## config.mk

```make
export PLATFORM = sky130hd
export DESIGN_NAME = key_event_multi
export DESIGN_NICKNAME = d
export VERILOG_FILES = /design/src/rtl/key_event_multi.sv
export SDC_FILE = /design/constraint.sdc
export NUM_CORES = 1
export LEC_CHECK = 0
export ABC_AREA = 1
export CORE_ASPECT_RATIO = 0.7
export CORE_MARGIN = 1
export CORE_UTILIZATION = 50
export CTS_CLUSTER_DIAMETER = 120
export DETAILED_ROUTE_END_ITERATION = 8
export HOLD_SLACK_MARGIN = 0.05
export PLACE_DENSITY = 0.67
export SLEW_MARGIN = 30
export SYNTH_ARGS = -nofsm -noshare
export SYNTH_HDL_FRONTEND = slang
export SYNTH_SLANG_ARGS = --single-unit
```

## constraint.sdc

```tcl
create_clock -name clk -period 2 [get_ports clk]
set_clock_uncertainty 0.05 [all_clocks]
set_input_delay 0.2 -clock clk [delete_from_list [all_inputs] [get_ports clk]]
set_output_delay 0.2 -clock clk [all_outputs]
set_load 0.1 [all_outputs]
```

## src/rtl/key_event_multi.sv

```systemverilog
// key_event_multi: multi-channel debounced key gesture classifier.
// Each active-low raw key is synchronised, debounced on a shared 1 ms tick,
// then classified as short press, long press, double click or auto-repeat.
//
// Ports:
//   clk        - system clock
//   rst_n      - asynchronous active-low reset
//   key_in     - raw keys, active low, asynchronous   [NUM_KEYS]
//   key_level  - debounced level, 1 = pressed         [NUM_KEYS]
//   key_short  - short-press pulse, one cycle         [NUM_KEYS]
//   key_long   - long-press pulse, one cycle          [NUM_KEYS]
//   key_double - double-click pulse, one cycle        [NUM_KEYS]
//   key_repeat - auto-repeat pulse, one cycle         [NUM_KEYS]
//   any_event  - OR of all pulse buses, same cycle as the pulses
module key_event_multi #(
    parameter int unsigned NUM_KEYS    = 4,
    parameter int unsigned CLK_FREQ    = 20_000_000,
    parameter int unsigned DEBOUNCE_MS = 20,
    parameter int unsigned LONG_MS     = 600,
    parameter int unsigned DCLICK_MS   = 250,
    parameter int unsigned REPEAT_MS   = 100,
    parameter int unsigned REPEAT_EN   = 1
) (
    input  logic                clk,
    input  logic                rst_n,
    input  logic [NUM_KEYS-1:0] key_in,
    output logic [NUM_KEYS-1:0] key_level,
    output logic [NUM_KEYS-1:0] key_short,
    output logic [NUM_KEYS-1:0] key_long,
    output logic [NUM_KEYS-1:0] key_double,
    output logic [NUM_KEYS-1:0] key_repeat,
    output logic                any_event
);

    localparam int unsigned PRESC_MAX = CLK_FREQ / 1000 - 1;
    localparam int unsigned PRESC_W   = (PRESC_MAX > 0) ? $clog2(PRESC_MAX + 1) : 1;
    localparam int unsigned DB_W      = (DEBOUNCE_MS > 0) ? $clog2(DEBOUNCE_MS + 1) : 1;
    localparam int unsigned EV_MAX_LD = (LONG_MS > DCLICK_MS) ? LONG_MS : DCLICK_MS;
    localparam int unsigned EV_MAX    = (EV_MAX_LD > REPEAT_MS) ? EV_MAX_LD : REPEAT_MS;
    localparam int unsigned EV_W      = (EV_MAX > 0) ? $clog2(EV_MAX + 1) : 1;

    // Terminal values: the counter sits at MS-1 on the tick where it reaches MS.
    localparam int unsigned DB_LAST     = (DEBOUNCE_MS > 0) ? DEBOUNCE_MS - 1 : 0;
    localparam int unsigned LONG_LAST   = (LONG_MS > 0) ? LONG_MS - 1 : 0;
    localparam int unsigned DCLICK_LAST = (DCLICK_MS > 0) ? DCLICK_MS - 1 : 0;
    localparam int unsigned REPEAT_LAST = (REPEAT_MS > 0) ? REPEAT_MS - 1 : 0;
    localparam bit          DCLICK_ON   = (DCLICK_MS != 0);
    localparam bit          REPEAT_ON   = (REPEAT_EN != 0);

    localparam logic [2:0] ST_IDLE   = 3'd0;
    localparam logic [2:0] ST_PRESS  = 3'd1;
    localparam logic [2:0] ST_HOLD   = 3'd2;
    localparam logic [2:0] ST_WAIT2  = 3'd3;
    localparam logic [2:0] ST_PRESS2 = 3'd4;

    logic [PRESC_W-1:0]               presc_q, presc_d;
    logic                             tick_c;
    logic [NUM_KEYS-1:0]              sync0_q, sync1_q;
    logic [NUM_KEYS-1:0]              raw_pressed_c;
    logic [NUM_KEYS-1:0]              level_q, level_d;
    logic [NUM_KEYS-1:0]              level_prev_q;
    logic [NUM_KEYS-1:0]              rise_c;
    logic [NUM_KEYS-1:0][DB_W-1:0]    db_cnt_q, db_cnt_d;
    logic [NUM_KEYS-1:0][2:0]         state_q, state_d;
    logic [NUM_KEYS-1:0][EV_W-1:0]    ev_cnt_q, ev_cnt_d;
    logic [NUM_KEYS-1:0]              short_q, short_d;
    logic [NUM_KEYS-1:0]              long_q, long_d;
    logic [NUM_KEYS-1:0]              double_q, double_d;
    logic [NUM_KEYS-1:0]              repeat_q, repeat_d;
    logic                             any_q, any_d;

    assign tick_c        = (presc_q == PRESC_W'(PRESC_MAX));
    assign raw_pressed_c = ~sync1_q;
    // Gesture FSM reacts to edges of the registered debounced level.
    assign rise_c        = level_q & ~level_prev_q;

    // State registers
    always_ff @(posedge clk or negedge rst_n) begin
        if (!rst_n) begin
            presc_q      <= '0;
            sync0_q      <= '1;
            sync1_q      <= '1;
            level_q      <= '0;
            level_prev_q <= '0;
            db_cnt_q     <= '0;
            state_q      <= {NUM_KEYS{ST_IDLE}};
            ev_cnt_q     <= '0;
            short_q      <= '0;
            long_q       <= '0;
            double_q     <= '0;
            repeat_q     <= '0;
            any_q        <= 1'b0;
        end else begin
            presc_q      <= presc_d;
            sync0_q      <= key_in;
            sync1_q      <= sync0_q;
            level_q      <= level_d;
            level_prev_q <= level_q;
            db_cnt_q     <= db_cnt_d;
            state_q      <= state_d;
            ev_cnt_q     <= ev_cnt_d;
            short_q      <= short_d;
            long_q       <= long_d;
            double_q     <= double_d;
            repeat_q     <= repeat_d;
            any_q        <= any_d;
        end
    end

    // Prescaler, per-channel debounce and gesture FSM next-state logic
    always_comb begin
        presc_d  = tick_c ? '0 : presc_q + PRESC_W'(1);
        level_d  = level_q;
        db_cnt_d = db_cnt_q;
        state_d  = state_q;
        ev_cnt_d = ev_cnt_q;
        short_d  = '0;
        long_d   = '0;
        double_d = '0;
        repeat_d = '0;

        for (int k = 0; k < NUM_KEYS; k++) begin
            // Debounce: count ticks of disagreement, toggle after DEBOUNCE_MS of them.
            if (raw_pressed_c[k] == level_q[k]) begin
                db_cnt_d[k] = '0;
            end else if (tick_c) begin
                if (db_cnt_q[k] == DB_W'(DB_LAST)) begin
                    level_d[k]  = ~level_q[k];
                    db_cnt_d[k] = '0;
                end else begin
                    db_cnt_d[k] = db_cnt_q[k] + DB_W'(1);
                end
            end

            case (state_q[k])
                ST_IDLE: begin
                    if (rise_c[k]) begin
                        state_d[k]  = ST_PRESS;
                        ev_cnt_d[k] = '0;
                    end
                end
                ST_PRESS: begin
                    if (!level_q[k]) begin
                        ev_cnt_d[k] = '0;
                        if (DCLICK_ON) begin
                            state_d[k] = ST_WAIT2;
                        end else begin
                            short_d[k] = 1'b1;
                            state_d[k] = ST_IDLE;
                        end
                    end else if (tick_c) begin
                        if (ev_cnt_q[k] == EV_W'(LONG_LAST)) begin
                            long_d[k]   = 1'b1;
                            state_d[k]  = ST_HOLD;
                            ev_cnt_d[k] = '0;
                        end else begin
                            ev_cnt_d[k] = ev_cnt_q[k] + EV_W'(1);
                        end
                    end
                end
                ST_HOLD: begin
                    if (!level_q[k]) begin
                        state_d[k] = ST_IDLE;
                    end else if (tick_c) begin
                        if (ev_cnt_q[k] == EV_W'(REPEAT_LAST)) begin
                            repeat_d[k] = REPEAT_ON;
                            ev_cnt_d[k] = '0;
                        end else begin
                            ev_cnt_d[k] = ev_cnt_q[k] + EV_W'(1);
                        end
                    end
                end
                ST_WAIT2: begin
                    // Window expiry beats a coincident second press.
                    if (tick_c && (ev_cnt_q[k] == EV_W'(DCLICK_LAST))) begin
                        short_d[k] = 1'b1;
                        state_d[k] = ST_IDLE;
                    end else if (rise_c[k]) begin
                        state_d[k]  = ST_PRESS2;
                        ev_cnt_d[k] = '0;
                    end else if (tick_c) begin
                        ev_cnt_d[k] = ev_cnt_q[k] + EV_W'(1);
                    end
                end
                ST_PRESS2: begin
                    if (!level_q[k]) begin
                        double_d[k] = 1'b1;
                        state_d[k]  = ST_IDLE;
                    end else if (tick_c) begin
                        if (ev_cnt_q[k] == EV_W'(LONG_LAST)) begin
                            long_d[k]   = 1'b1;
                            state_d[k]  = ST_HOLD;
                            ev_cnt_d[k] = '0;
                        end else begin
                            ev_cnt_d[k] = ev_cnt_q[k] + EV_W'(1);
                        end
                    end
                end
                default: begin
                    state_d[k]  = ST_IDLE;
                    ev_cnt_d[k] = '0;
                end
            endcase
        end

        any_d = |{short_d, long_d, double_d, repeat_d};
    end

    assign key_level  = level_q;
    assign key_short  = short_q;
    assign key_long   = long_q;
    assign key_double = double_q;
    assign key_repeat = repeat_q;
    assign any_event  = any_q;

endmodule
```

Word-level counts from Yosys, hierarchy flattened
Cells that the tools add are included.

Logic and storage cells: 288. Bits in registers: 120. Bits of input ports: 6.

Reductions and logical operators: 29. Add/sub/neg operators: 9. Multiplexer cells: 145. Bitwise operators: 11. Equality and inequality tests: 69.

Operators by type and width (count): 10-bit 2-to-1 mux (44); 10-bit case mux with 5 select lines (4); 3-bit 2-to-1 mux (32); 5-bit 2-to-1 mux (12); 3-bit case mux with 5 select lines (4); 1-bit 2-to-1 mux (48); 2-bit inequality test (second input constant) (24); 10-bit by 1-bit adder with 10-bit output (second input constant) (4); 10-bit == test (second input constant) (4); 10-bit by 7-bit == test with 1-bit output (second input constant) (4); 10-bit by 8-bit == test with 1-bit output (second input constant) (4); 3-bit by 2-bit == test with 1-bit output (second input constant) (8); 3-bit inequality test (second input constant) (8); 3-bit AND reduction (8); 6-bit AND reduction (4); 5-bit by 1-bit adder with 5-bit output (second input constant) (4); 5-bit == test (second input constant) (4); 16-bit OR reduction (1); 15-bit by 1-bit adder with 15-bit output (second input constant) (1); 15-bit == test (second input constant) (1); 15-bit 2-to-1 mux (1); 3-bit by 1-bit == test with 1-bit output (second input constant) (4); 3-bit == test (second input constant) (4); 3-bit zero test (4); other kinds (7) (27).

Logic depth before layout (Yosys ltp)
Depth after elaboration: 6. Mapped depth: 15. Depth with buffers taken out: 13.

Worst setup path before layout
OpenSTA, ideal clock, no wires.

Path kind: flip-flop to flip-flop. From: register level_q[0] (netlist: key_level[0]). To: register ev_cnt_q[5] (netlist name). Stages on the path, launching flop included: 11. Required time: 1.837 ns. Setup time: 0.113 ns. Path slack: -0.313 ns. Arrival time: 2.150 ns. Path through: dfrtp_1 -> buf_2 -> nand2_1 -> inv_1 -> nor2_1 -> o21ai_0 -> nand2_1 -> nand2_1 -> nand3_1 -> nand2_1 -> inv_1.

Longest elaborated chain between the ends: 4. Elaborated cells on any way between the ends: 10. Those cells by class: eq/ne (4); mux (4); bitwise (1); reduce/logical (1).

RTL lines: start, declared (RTL line 60) `logic [NUM_KEYS-1:0] level_q, level_d;`; start signal, assigned (RTL line 97) `level_q <= level_d;`; 4-bit AND (RTL line 75) `assign rise_c = level_q & ~level_prev_q;`; 10-bit 2-to-1 mux (RTL line 178) `end else if (rise_c[k]) begin`; 10-bit 2-to-1 mux (RTL line 175) `if (tick_c && (ev_cnt_q[k] == EV_W'(DCLICK_LAST))) begin`; 10-bit case mux with 5 select lines (RTL line 135) `case (state_q[k])`; end signal, assigned (RTL line 101) `ev_cnt_q <= ev_cnt_d;`; end, declared (RTL line 65) `logic [NUM_KEYS-1:0][EV_W-1:0] ev_cnt_q, ev_cnt_d;`.

Several ways; a longest one is shown, not always the timed one. The select of a mux whose other input is x is not followed. A chain may end at the register's enable or synchronous reset.

Worst setup path in the final report
From: register presc_q[1]. To: register ev_cnt_q[7] (netlist name).

Longest elaborated chain between the ends: 4. Elaborated cells on any way between the ends: 10. Those cells by class: eq/ne (4); mux (4); reduce/logical (2).

RTL lines: start, declared (RTL line 56) `logic [PRESC_W-1:0] presc_q, presc_d;`; start signal, assigned (RTL line 94) `presc_q <= presc_d;`; 15-bit == test * (RTL line 72) `assign tick_c = (presc_q == PRESC_W'(PRESC_MAX));`; 10-bit 2-to-1 mux / 1-bit logical AND (equally long branches); 10-bit 2-to-1 mux, or another cell as far along; 10-bit case mux with 5 select lines / 6-bit AND reduction (equally long branches).

Every way passes the cells marked *; elsewhere a longest branch is shown, timed or not. The select of a mux whose other input is x is not followed.

==> out/metrics.yaml <==
status:
  status: "completed"
drt:
  antenna_left: 0
  routed_via_density: 5.30
  vias: 6641
  firstDrtPassIters: 5
  wl_per_cell_um: 14.3
  drtIter0Drc: 529
  routed_wl_mm: 17.9
  drcViolationCount: 0
timing:
  slew_viol_final: 0
  holdWs_ns: 0.140
  period_share: 0.983
  maxSlewHeadroom: 0.597
  tns_ns: 0
  worst_pin_slew_ns: 0.604
  clock.fmax_mhz: 509
  finalHoldViolCount: 0
  setup_violations: 0
  layout_min_cycle_time_ns: 1.97
  rsz0062_at_grt: "true"
worst_hold_path:
  hold_depth: 1
  hp-class: "in2reg"
setup_path:
  required_ns: 2.26
  cp-end-kind: "register"
  arrival_ns: 2.22
  start_kind: "register"
  crit_type: "reg2reg"
  path_max_fanout: 6
  reg2reg_depth: 13
job:
  drv_cap: 0
global_route:
  grt_pass1_vias: 5897
  busiest_layer: "met1"
  antenna_found_initial: 0
  grt_max_degree: 41
  use_met3: 0.0463
  gr-usage-met1: 0.380
  grt_usage: 0.252
  gr-total-overflow: 0
  use_met2: 0.366
  grt_first_pass_wirelength_mm: 28.7
floorplan:
  core-area_um2: 13900
  rows: 36
  die_width_um: 145
  initial_core_util: 0.511
  io_pins: 27
  dieArea_um2: 14700
  die_h_um: 102
final_layout:
  fin_nets: 1069
  mostFrequentLayoutCell: "nand2_1"
  area_growth_syn_to_layout_pct: 24.7
  finalNonFillerCells: 1253
  fillerInstances: 1174
  drive_gt1_frac: 0.196
  diodes: 0
  final_cell_mix: "nand2_1, inv_1, dfrtp_1, nor2_1, nand3_1"
placed_design:
  dp.cells: 1201
  numPortBuffers: 26
  gp_congestion: 0.944
  hpwlAfterDp_mm: 12.5
clock_tree:
  cts_sinks: 120
  tritoncts: "built"
  cts_buffers: 17
  clock_latency_ns: 0.42
  htreeDepth: 4
  cts_buffer_depth: 2
  clk_pin_slew_ns: 0.05
  cts-root-buf: "clkbuf_16"
power:
  clockPowerShare: 0.555
  cellPowerDensity_nw_per_um2: 641
  ir_drop_mv: 0.612
  intPower_mw: 4.49
  leakagePower_nw: 4.38
  seq_power_share: 0.431
  switchingPower_mw: 1.20
  switching_share: 0.211
  power_frac_comb: 0.014
yosys:
  synth_ff_type: "dfrtp_1"
  ys_seq_area_frac: 0.424
  synthCells: 956
  avgSynthCellArea_um2: 7.44
  netlist_area_um2: 7110
  synth_edf_count: 0
  synth_cell_types: 41
  yosys_warnings: 0
  ys_ff_latch: 120
  synthArstFlopShare: 1.00
  synth_nets: 975
routing by layer:
| metal | share of wire | vias up | routed length, um |
|---|---|---|---|
| li1 | - | 3300 | - |
| met1 | 0.50 | 3063 | 8900 |
| met2 | 0.43 | 257 | 7650 |
| met3 | 0.064 | 21 | 1140 |
| met4 | 0.010 | 0 | 187 |
| met5 | 0 | - | 0 |
registers in the layout, summed over array words and instances (netlist names):
name	cells
key_level	4
level_prev_q	4
key_double	4
ev_cnt_q	40
state_q	12
sync0_q	4
any_event	1
presc_q	15
key_short	4
key_repeat	4
db_cnt_q	20
sync1_q	4
key_long	4
power groups by stage:
stage	sequential, mW	combinational, mW	clock (mW)
CTS	2.45	0.0853	3.21
detailed placement	2.49	0.0837	0
floorplan	2.49	0.00900	0
finish	2.45	0.0806	3.16
global route	2.45	0.0948	3.31
global placement	2.49	0.0838	0
final timing paths:
path | start | to | slack (ns)
max in group asynchronous | rst_n | sync1_q[1] | 0.94
min in group asynchronous | rst_n | ev_cnt_q[14] | 0.27
max reg2reg | presc_q[1] | ev_cnt_q[7] | 0.03
min reg2reg | sync0_q[2] | sync1_q[2] | 0.30
max | presc_q[1] | ev_cnt_q[7] | 0.03
min | key_in[2] | sync0_q[2] | 0.14
synth_stat cells, types with 2 or more instances:
cell / instances / area, um2
nand2_1: 234 / 878
inv_1: 133 / 499
dfrtp_1: 112 / 2800
nor2_1: 93 / 349
nand3_1: 90 / 450
a21oi_1: 51 / 255
o21ai_0: 42 / 210
nand4_1: 30 / 188
nor3_1: 24 / 120
o21ai_1: 18 / 90.1
xor2_1: 18 / 158
ha_1: 13 / 163
nand2_2: 12 / 75.1
dfstp_2: 8 / 210
inv_2: 8 / 30.0
nand3_2: 8 / 80.1
buf_2: 6 / 30.0
nand3b_1: 6 / 45.0
buf_6: 5 / 56.3
nor2_4: 5 / 56.3
xnor2_1: 5 / 43.8
nor2_2: 4 / 25.0
a22o_1: 3 / 26.3
mux2i_1: 3 / 30.0
nor2_8: 3 / 60.1
o21bai_1: 3 / 22.5
or2_1: 3 / 18.8
and3_1: 2 / 12.5
o211ai_1: 2 / 15.0
through the flow:
step | area, um2 | total power [mW] | utilization | setup slack (ns)
floorplan | 7120 | 2.50 | - | -0.0198
global placement | 7810 | 2.57 | 0.561 | 0.00780
detailed placement | 7810 | 2.57 | 0.561 | -0.0222
CTS | 8460 | 5.74 | 0.608 | 0.0189
global route | 8870 | 5.85 | 0.637 | -0.0766
finish | 8870 | 5.69 | 0.637 | 0.0339
final cells by class:
| class | instances | area, um2 | area share |
|---|---|---|---|
| Clock inverter | 12 | 151 | 0.0171 |
| Clock buffer | 20 | 457 | 0.0515 |
| Multi-Input combinational cell | 684 | 3710 | 0.418 |
| Sequential cell | 120 | 3020 | 0.340 |
| Tap cell | 190 | 238 | 0.0268 |
| Inverter | 141 | 537 | 0.0605 |
| Timing Repair Buffer | 86 | 758 | 0.0855 |
logic make-up after synthesis:
kind of cell	synth area share
simple gates	0.336
buf+inv	0.0876
compound gates	0.0969
flops	0.424
xor+xnor	0.0283
fa+ha+maj	0.0229
mux	0.00422
worst max-delay path: stages, from the launching register on:
cell     delay, ns
dfrtp_1       0.35
ha_2          0.21
nand2_4       0.08
nor2_4        0.12
nand2_4       0.08
nor2_8        0.17
buf_6         0.16
nand3_4       0.10
inv_4         0.11
nor2_8        0.05
buf_6         0.13
buf_4         0.13
o21ai_1       0.06
nand2_1       0.06
timing repair:
action                                 CTS  global route
gates resized for setup                  4            70
hold buffers                             1             0
endpoints found under the hold margin   36             0
setup endpoints to repair                9            68
cloned                                   1             2
pin swaps                                2            23
setup buffers                            0            16
(Power assumes the default switching activity.)
